File: src/rtl/traffic_sensor_conditioner_if.sv
// ----------------------------------------------------------------------------
// traffic_sensor_conditioner_if
//   Bundles the loop-detector inputs and the conditioned presence / count
//   outputs of traffic_sensor_conditioner.
//
//   SA_raw, SB_raw : raw asynchronous loop detectors (street A / street B)
//   clr_cnt        : synchronous clear of both vehicle counters
//   TA, TB         : conditioned traffic-present flags
//   CA, CB         : saturating vehicle-arrival counters, CNT_W bits
//
//   master : the side that drives the detectors (testbench / sensor front end)
//   slave  : the conditioner itself
// ----------------------------------------------------------------------------
interface traffic_sensor_conditioner_if #(
  parameter int unsigned CNT_W = 8
);

  logic             SA_raw;
  logic             SB_raw;
  logic             clr_cnt;
  logic             TA;
  logic             TB;
  logic [CNT_W-1:0] CA;
  logic [CNT_W-1:0] CB;

  modport master (
    output SA_raw,
    output SB_raw,
    output clr_cnt,
    input  TA,
    input  TB,
    input  CA,
    input  CB
  );

  modport slave (
    input  SA_raw,
    input  SB_raw,
    input  clr_cnt,
    output TA,
    output TB,
    output CA,
    output CB
  );

endinterface

File: src/rtl/traffic_sensor_conditioner.sv
// ----------------------------------------------------------------------------
// traffic_sensor_conditioner
//   Conditions two raw vehicle loop detectors for a traffic-light controller.
//   Each street has an identical, independent lane made of:
//     2-flop synchronizer -> debouncer -> presence FSM (IDLE/PRESENT/HOLD)
//     -> saturating arrival counter.
//
//   Parameters
//     DEBOUNCE : consecutive synced cycles needed to accept a level change (1..255)
//     HOLD     : cycles the presence flag stays high after a vehicle clears (0..255)
//     CNT_W    : arrival counter width
//
//   Ports
//     clk : single clock, rising edge
//     rst : synchronous, active-high reset
//     bus : traffic_sensor_conditioner_if.slave
//           (SA_raw, SB_raw, clr_cnt in; TA, TB, CA, CB out)
// ----------------------------------------------------------------------------

// One conditioning lane: synchronizer, debouncer, presence FSM and counter.
module traffic_sensor_lane #(
  parameter int unsigned DEBOUNCE = 4,
  parameter int unsigned HOLD     = 8,
  parameter int unsigned CNT_W    = 8
) (
  input  logic             clk,
  input  logic             rst,
  input  logic             raw,
  input  logic             clr_cnt,
  output logic             t,
  output logic [CNT_W-1:0] cnt
);

  localparam int unsigned      DW      = 8;
  localparam logic [DW-1:0]    DC_LAST = DW'(DEBOUNCE - 1);
  // With HOLD == 0 the HOLD state is never entered, so the value is unused.
  localparam logic [DW-1:0]    HC_LAST = DW'((HOLD == 0) ? 0 : HOLD - 1);
  localparam logic [CNT_W-1:0] CNT_MAX = '1;

  typedef enum logic [1:0] {
    ST_IDLE    = 2'd0,
    ST_PRESENT = 2'd1,
    ST_HOLD    = 2'd2
  } state_t;

  logic          sync1;
  logic          s;
  logic          f;
  logic [DW-1:0] dc;
  state_t        state;
  state_t        state_nxt;
  logic [DW-1:0] hc;
  logic [DW-1:0] hc_nxt;
  logic          arrive;

  // Two-flop synchronizer for the asynchronous detector.
  always_ff @(posedge clk) begin
    if (rst) begin
      sync1 <= 1'b0;
      s     <= 1'b0;
    end else begin
      sync1 <= raw;
      s     <= sync1;
    end
  end

  // Debouncer: f follows s only after DEBOUNCE consecutive differing cycles.
  always_ff @(posedge clk) begin
    if (rst) begin
      f  <= 1'b0;
      dc <= '0;
    end else if (s != f) begin
      if (dc == DC_LAST) begin
        f  <= s;
        dc <= '0;
      end else begin
        dc <= dc + DW'(1);
      end
    end else begin
      dc <= '0;
    end
  end

  // Presence FSM state register; t is registered alongside the state.
  always_ff @(posedge clk) begin
    if (rst) begin
      state <= ST_IDLE;
      hc    <= '0;
      t     <= 1'b0;
    end else begin
      state <= state_nxt;
      hc    <= hc_nxt;
      t     <= (state_nxt != ST_IDLE);
    end
  end

  // Presence FSM next-state; a retrigger from HOLD counts as a new vehicle.
  always_comb begin
    state_nxt = state;
    hc_nxt    = hc;
    arrive    = 1'b0;
    case (state)
      ST_IDLE: begin
        if (f) begin
          state_nxt = ST_PRESENT;
          arrive    = 1'b1;
        end
      end
      ST_PRESENT: begin
        if (!f) begin
          if (HOLD == 0) begin
            state_nxt = ST_IDLE;
          end else begin
            state_nxt = ST_HOLD;
            hc_nxt    = '0;
          end
        end
      end
      ST_HOLD: begin
        if (f) begin
          state_nxt = ST_PRESENT;
          arrive    = 1'b1;
        end else if (hc == HC_LAST) begin
          state_nxt = ST_IDLE;
        end else begin
          hc_nxt = hc + DW'(1);
        end
      end
      default: begin
        state_nxt = ST_IDLE;
      end
    endcase
  end

  // Saturating arrival counter; a clear coinciding with an arrival leaves 1.
  always_ff @(posedge clk) begin
    if (rst) begin
      cnt <= '0;
    end else if (clr_cnt) begin
      cnt <= arrive ? CNT_W'(1) : '0;
    end else if (arrive && (cnt != CNT_MAX)) begin
      cnt <= cnt + CNT_W'(1);
    end
  end

endmodule

module traffic_sensor_conditioner #(
  parameter int unsigned DEBOUNCE = 4,
  parameter int unsigned HOLD     = 8,
  parameter int unsigned CNT_W    = 8
) (
  input  logic                          clk,
  input  logic                          rst,
  traffic_sensor_conditioner_if.slave   bus
);

  // Street A lane.
  traffic_sensor_lane #(
    .DEBOUNCE (DEBOUNCE),
    .HOLD     (HOLD),
    .CNT_W    (CNT_W)
  ) u_lane_a (
    .clk     (clk),
    .rst     (rst),
    .raw     (bus.SA_raw),
    .clr_cnt (bus.clr_cnt),
    .t       (bus.TA),
    .cnt     (bus.CA)
  );

  // Street B lane.
  traffic_sensor_lane #(
    .DEBOUNCE (DEBOUNCE),
    .HOLD     (HOLD),
    .CNT_W    (CNT_W)
  ) u_lane_b (
    .clk     (clk),
    .rst     (rst),
    .raw     (bus.SB_raw),
    .clr_cnt (bus.clr_cnt),
    .t       (bus.TB),
    .cnt     (bus.CB)
  );

endmodule

File: src/flat_wrapper.sv
// flat-port wrapper written by rule: the top's interface ports become plain ports
module traffic_sensor_conditioner_flat 
#(
  parameter int unsigned DEBOUNCE = 4,
  parameter int unsigned HOLD     = 8,
  parameter int unsigned CNT_W    = 8
)
  (clk, rst, bus_SA_raw, bus_SB_raw, bus_clr_cnt, bus_TA, bus_TB, bus_CA, bus_CB);
  traffic_sensor_conditioner_if #(.CNT_W(CNT_W)) bus_i ();
  input  logic clk;
  input  logic rst;
  input wire logic [$bits(bus_i.SA_raw)-1:0] bus_SA_raw;
  input wire logic [$bits(bus_i.SB_raw)-1:0] bus_SB_raw;
  input wire logic [$bits(bus_i.clr_cnt)-1:0] bus_clr_cnt;
  output wire logic [$bits(bus_i.TA)-1:0] bus_TA;
  output wire logic [$bits(bus_i.TB)-1:0] bus_TB;
  output wire logic [$bits(bus_i.CA)-1:0] bus_CA;
  output wire logic [$bits(bus_i.CB)-1:0] bus_CB;
  assign bus_i.SA_raw = bus_SA_raw;
  assign bus_i.SB_raw = bus_SB_raw;
  assign bus_i.clr_cnt = bus_clr_cnt;
  assign bus_TA = bus_i.TA;
  assign bus_TB = bus_i.TB;
  assign bus_CA = bus_i.CA;
  assign bus_CB = bus_i.CB;
  traffic_sensor_conditioner #(.DEBOUNCE(DEBOUNCE), .HOLD(HOLD), .CNT_W(CNT_W)) u_core (.clk(clk), .rst(rst), .bus(bus_i));
endmodule
File: config.mk
export PLATFORM = sky130hd
export DESIGN_NAME = traffic_sensor_conditioner_flat
export DESIGN_NICKNAME = d
export VERILOG_FILES = /design/src/rtl/traffic_sensor_conditioner_if.sv /design/src/rtl/traffic_sensor_conditioner.sv /design/src/flat_wrapper.sv
export SDC_FILE = /design/constraint.sdc
export NUM_CORES = 1
export LEC_CHECK = 0
export ABC_AREA = 1
export BUFFER_PORTS_ARGS = -buffer_cell sky130_fd_sc_hd__buf_2
export CORE_ASPECT_RATIO = 1.75
export CORE_MARGIN = 2
export CORE_UTILIZATION = 39
export DETAILED_ROUTE_END_ITERATION = 10
export PLACE_DENSITY = 0.53
export SLEW_MARGIN = 20
export SYNTH_ARGS = -nofsm -noshare
export SYNTH_HDL_FRONTEND = slang
export SYNTH_SLANG_ARGS = --single-unit
File: constraint.sdc
create_clock -name clk -period 2.3 [get_ports clk]
set_input_delay 0.46 -clock clk [delete_from_list [all_inputs] [get_ports clk]]
set_output_delay 0.46 -clock clk [all_outputs]
set_load 0.02 [all_outputs]
==> results.toml <==
[outcome]
outcome = "finished clean"

[hold_path]
holdCritStartpoint = "bus_SA_raw"
worstHoldPathCells = 3
holdCritPathClass = "primary input to flip-flop"
hold-path-endpoint = "u_core.u_lane_a.sync1$_SDFF_PP0_"

[logic_synthesis]
number_of_storage_elements_in_the_synthesis_netlist = 60
synthMostInstantiatedCell = "nand2_1"
post_synth_xor_area_fraction = 0.0208
synthCells = 427
post-synth-top-area-fraction = 0.407
complex_gate_fraction_of_the_synthesized_area = 0.0983
synth_top_cell_by_area = "dfxtp_1"
dominantRegCellSynth = "dfxtp_1"
async_flop_share = 0
synth.top_cells.by_count = "nand2_1 (91), nor2_1 (67), dfxtp_1 (60)"
synth_edf_count = 0
synth.lib_cells_used.distinct = 30
synth.net_count = 438
dominant_combinational_cell_family_by_area_after_synthesis = "simple AND/OR/NAND/NOR gates"
synth_simple_gate_area_frac = 0.369
yosys_warnings = 0
synth.area.mux_share = 0
synthesis.area_um2 = 2950
synthesis.area_per_instance_um2 = 6.92
synthAdderAreaFrac = 0.0254
yosys-top-cells-area = "dfxtp_1 (41%), nand2_1 (12%), nor2_1 (8.5%), inv_1 (6.9%), nand3_1 (6.3%)"
synth-seq-area-share = 0.407

[place]
port-buffer-count = 22
place_inst = 537
gpl.final_weighted_congestion = 0.857
dp_hpwl_um = 4670

[critical_path]
worst_setup_path_end_kind = "flip-flop"
timing.rr.end = "u_core.u_lane_a.cnt[4]$_SDFFE_PP0P_"
criticalPathCategory = "flip-flop to flip-flop"
timing.reg2reg.worst_path_depth = 8
worstPathMaxFanout = 7
critical_path_arrival_ps = 1730
critical_path_required_ps = 2510
rr_startpoint = "u_core.u_lane_a.cnt[0]$_SDFFE_PP0P_"
regToRegSetupSlack_ps = 790
crit_path_start_kind = "flip-flop"

[floorplanning]
initial_utilization = 0.396
io_pins = 23
fp.dieH_um = 119
core_region_area_um2 = 7460
dieArea_um2 = 8310
floorplan.die.width_um = 69.8
floorplan.rows = 42

[power_and_ir_drop]
vdd_ir_drop_max_uv = 403
combinationalPowerShare = 0.019
netSwitchingPower_uw = 476
pwr_density_nw_per_um2 = 692
cellLeakagePower_uw = 0.00137
sw_frac_of_total = 0.197
p_seq_frac = 0.435
p_clk_frac = 0.546
p_int_uw = 1940

[timing]
rsz0062_at_grt = "no"
worst-slew-pin-transition_ps = 580
maximum_clock_frequency_ghz = 0.660
fin_skew_ps = 5.41
timing.final.crit_share = 0.659
report.final.setup_viol = 0
setup_tns_ps = 0
post-route-min-period_ps = 1510
report.final.slew_viol_count = 0
slew-limit-headroom = 0.611
timing_hold_violations_final = 0

[global_routing]
first_global_vias = 2550
grt_first_pass_wirelength_um = 10700
pin_count_of_the_biggest_net_entering_global_routing = 23
initial_antenna_violation_count = 0
grt.total_usage = 0.161
overflow = 0

[clocking]
cts-root-to-sink-buffers = 2
cts-root-buf = "clkbuf_16"
clock_tree.htree_level_count = 3
clkTransAtPathRegs_ps = 50
clock_tree_from_tritoncts = "done"
cts_setup_buffers = 0
cts-buffers-inserted = 9
clock_insertion_delay_worst_skew_ps = 330
post_cts_hold_buffer_count = 0
cts.repair.resized = 0
clock_sink_count = 60

[routing]
initialDrtViolationCount = 108
vias_per_cell = 4.85
vias = 2683
dr.pass1.iters = 4
total_routed_wirelength_um = 6130
drc = 0
post_drt_wl_per_cell_um = 11.1
antenna_left = 0

[flow_run]
max-cap-violations = 0

[cells_and_area]
diodes = 0
share_of_cells_above_drive_strength_1 = 0.153
areaGrowthSynthToFinish_pct = 18.0
final_net_count = 471
area.sequential_um2 = 1200
fillCellCount = 801
multi_input_area_um2 = 1520
fin_cells = 553
-- per-layer routing --
metal	wire, um	GRT usage	up-vias
met3	253	0.0491	6
met2	3310	0.290	36
met4	100	0.0781	0
met5	0	0	-
li1	-	-	1435
met1	2460	0.165	1206
-- critical path, stage by stage (launching register included) --
cell and delay, ps:
dfxtp_1 400, ha_1 210, nand2_1 100, nor2_2 160, nand2_1 90, nand2_2 120
nand2_1 120, a21oi_1 150, a21oi_1 50
-- flip-flops by register name (all words and copies together), names as in the netlist, 2 cells and up --
register	count
u_core.u_lane_b.cnt	8
u_core.u_lane_a.dc	8
u_core.u_lane_b.state	2
u_core.u_lane_a.hc	8
u_core.u_lane_b.dc	8
u_core.u_lane_a.cnt	8
u_core.u_lane_a.state	2
u_core.u_lane_b.hc	8
-- through the flow --
stage / setup WS [ps] / instance area (um2) / hold slack [ps] / power, uW / utilization
6_report: 785 / 3480 / 328 / 2410 / 0.467
5_1_grt: 599 / 3480 / 338 / 2510 / 0.467
4_1_cts: 773 / 3480 / 323 / 2450 / 0.467
3_5_place_dp: 774 / 3180 / 395 / 1120 / 0.427
3_3_place_gp: 798 / 3180 / 391 / 1120 / 0.427
2_1_floorplan: 827 / 2950 / 388 / 1100 / -
-- worst max-delay path by stage --
stage	slack, ps	from	endpoint	cells past startpoint
finish	790	u_core.u_lane_a.cnt[0]$_SDFFE_PP0P_	u_core.u_lane_a.cnt[4]$_SDFFE_PP0P_	8
global route	600	u_core.u_lane_a.dc[0]$_SDFF_PP0_	u_core.u_lane_a.dc[6]$_SDFF_PP0_	6
CTS	770	u_core.u_lane_a.dc[0]$_SDFF_PP0_	u_core.u_lane_a.dc[6]$_SDFF_PP0_	6
detailed placement	770	u_core.u_lane_a.dc[0]$_SDFF_PP0_	u_core.u_lane_a.dc[6]$_SDFF_PP0_	6
global placement	800	u_core.u_lane_a.dc[0]$_SDFF_PP0_	u_core.u_lane_a.dc[6]$_SDFF_PP0_	6
floorplan	830	u_core.u_lane_a.cnt[0]$_SDFFE_PP0P_	u_core.u_lane_a.cnt[4]$_SDFFE_PP0P_	8
-- layout make-up --
cell class,instances,area share
clock buffers,16,0.0865
inverters,59,0.0636
repair buffers,25,0.0381
flip-flops and latches,60,0.345
multi-input cells,305,0.436
well taps,88,0.0316
-- cells by family after synthesis --
logic type	count (synthesis)
DFF	60
AOI/OAI and AO/OA	55
and+or+nand+nor	237
buffers and inverters	62
adders and majority gates	6
xor gates and xnor gates	7
-- cell usage in the layout (no fill, tap or decap), types with 2 or more instances in the layout --
master / netlist / routed
a21oi_1: 33 / 33
buf_2: 1 / 22
buf_4: 0 / 3
clkbuf_1: 2 / 2
clkbuf_16: 0 / 9
clkbuf_8: 0 / 5
dfxtp_1: 60 / 60
ha_1: 6 / 6
inv_1: 54 / 54
inv_2: 5 / 5
nand2_1: 91 / 91
nand2_2: 5 / 5
nand2_4: 3 / 3
nand3_1: 37 / 37
nand3_2: 2 / 2
nand4_1: 6 / 6
nor2_1: 67 / 67
nor2_2: 8 / 8
nor2_4: 3 / 3
nor3_1: 9 / 9
nor3b_1: 2 / 2
o21ai_0: 16 / 16
o21ai_2: 2 / 2
xnor2_1: 2 / 2
xor2_1: 5 / 5
-- power groups by stage --
stage | Sequential (uW) | Clock, uW | Combinational, uW
final | 1050 | 1320 | 45.1
after global routing | 1050 | 1410 | 51.2
after CTS | 1050 | 1350 | 46.1
after detailed placement | 1070 | 0 | 45.9
after global placement | 1070 | 0 | 46.1
after floorplan | 1070 | 0 | 26.7
Power figures use the tool's default switching activity.
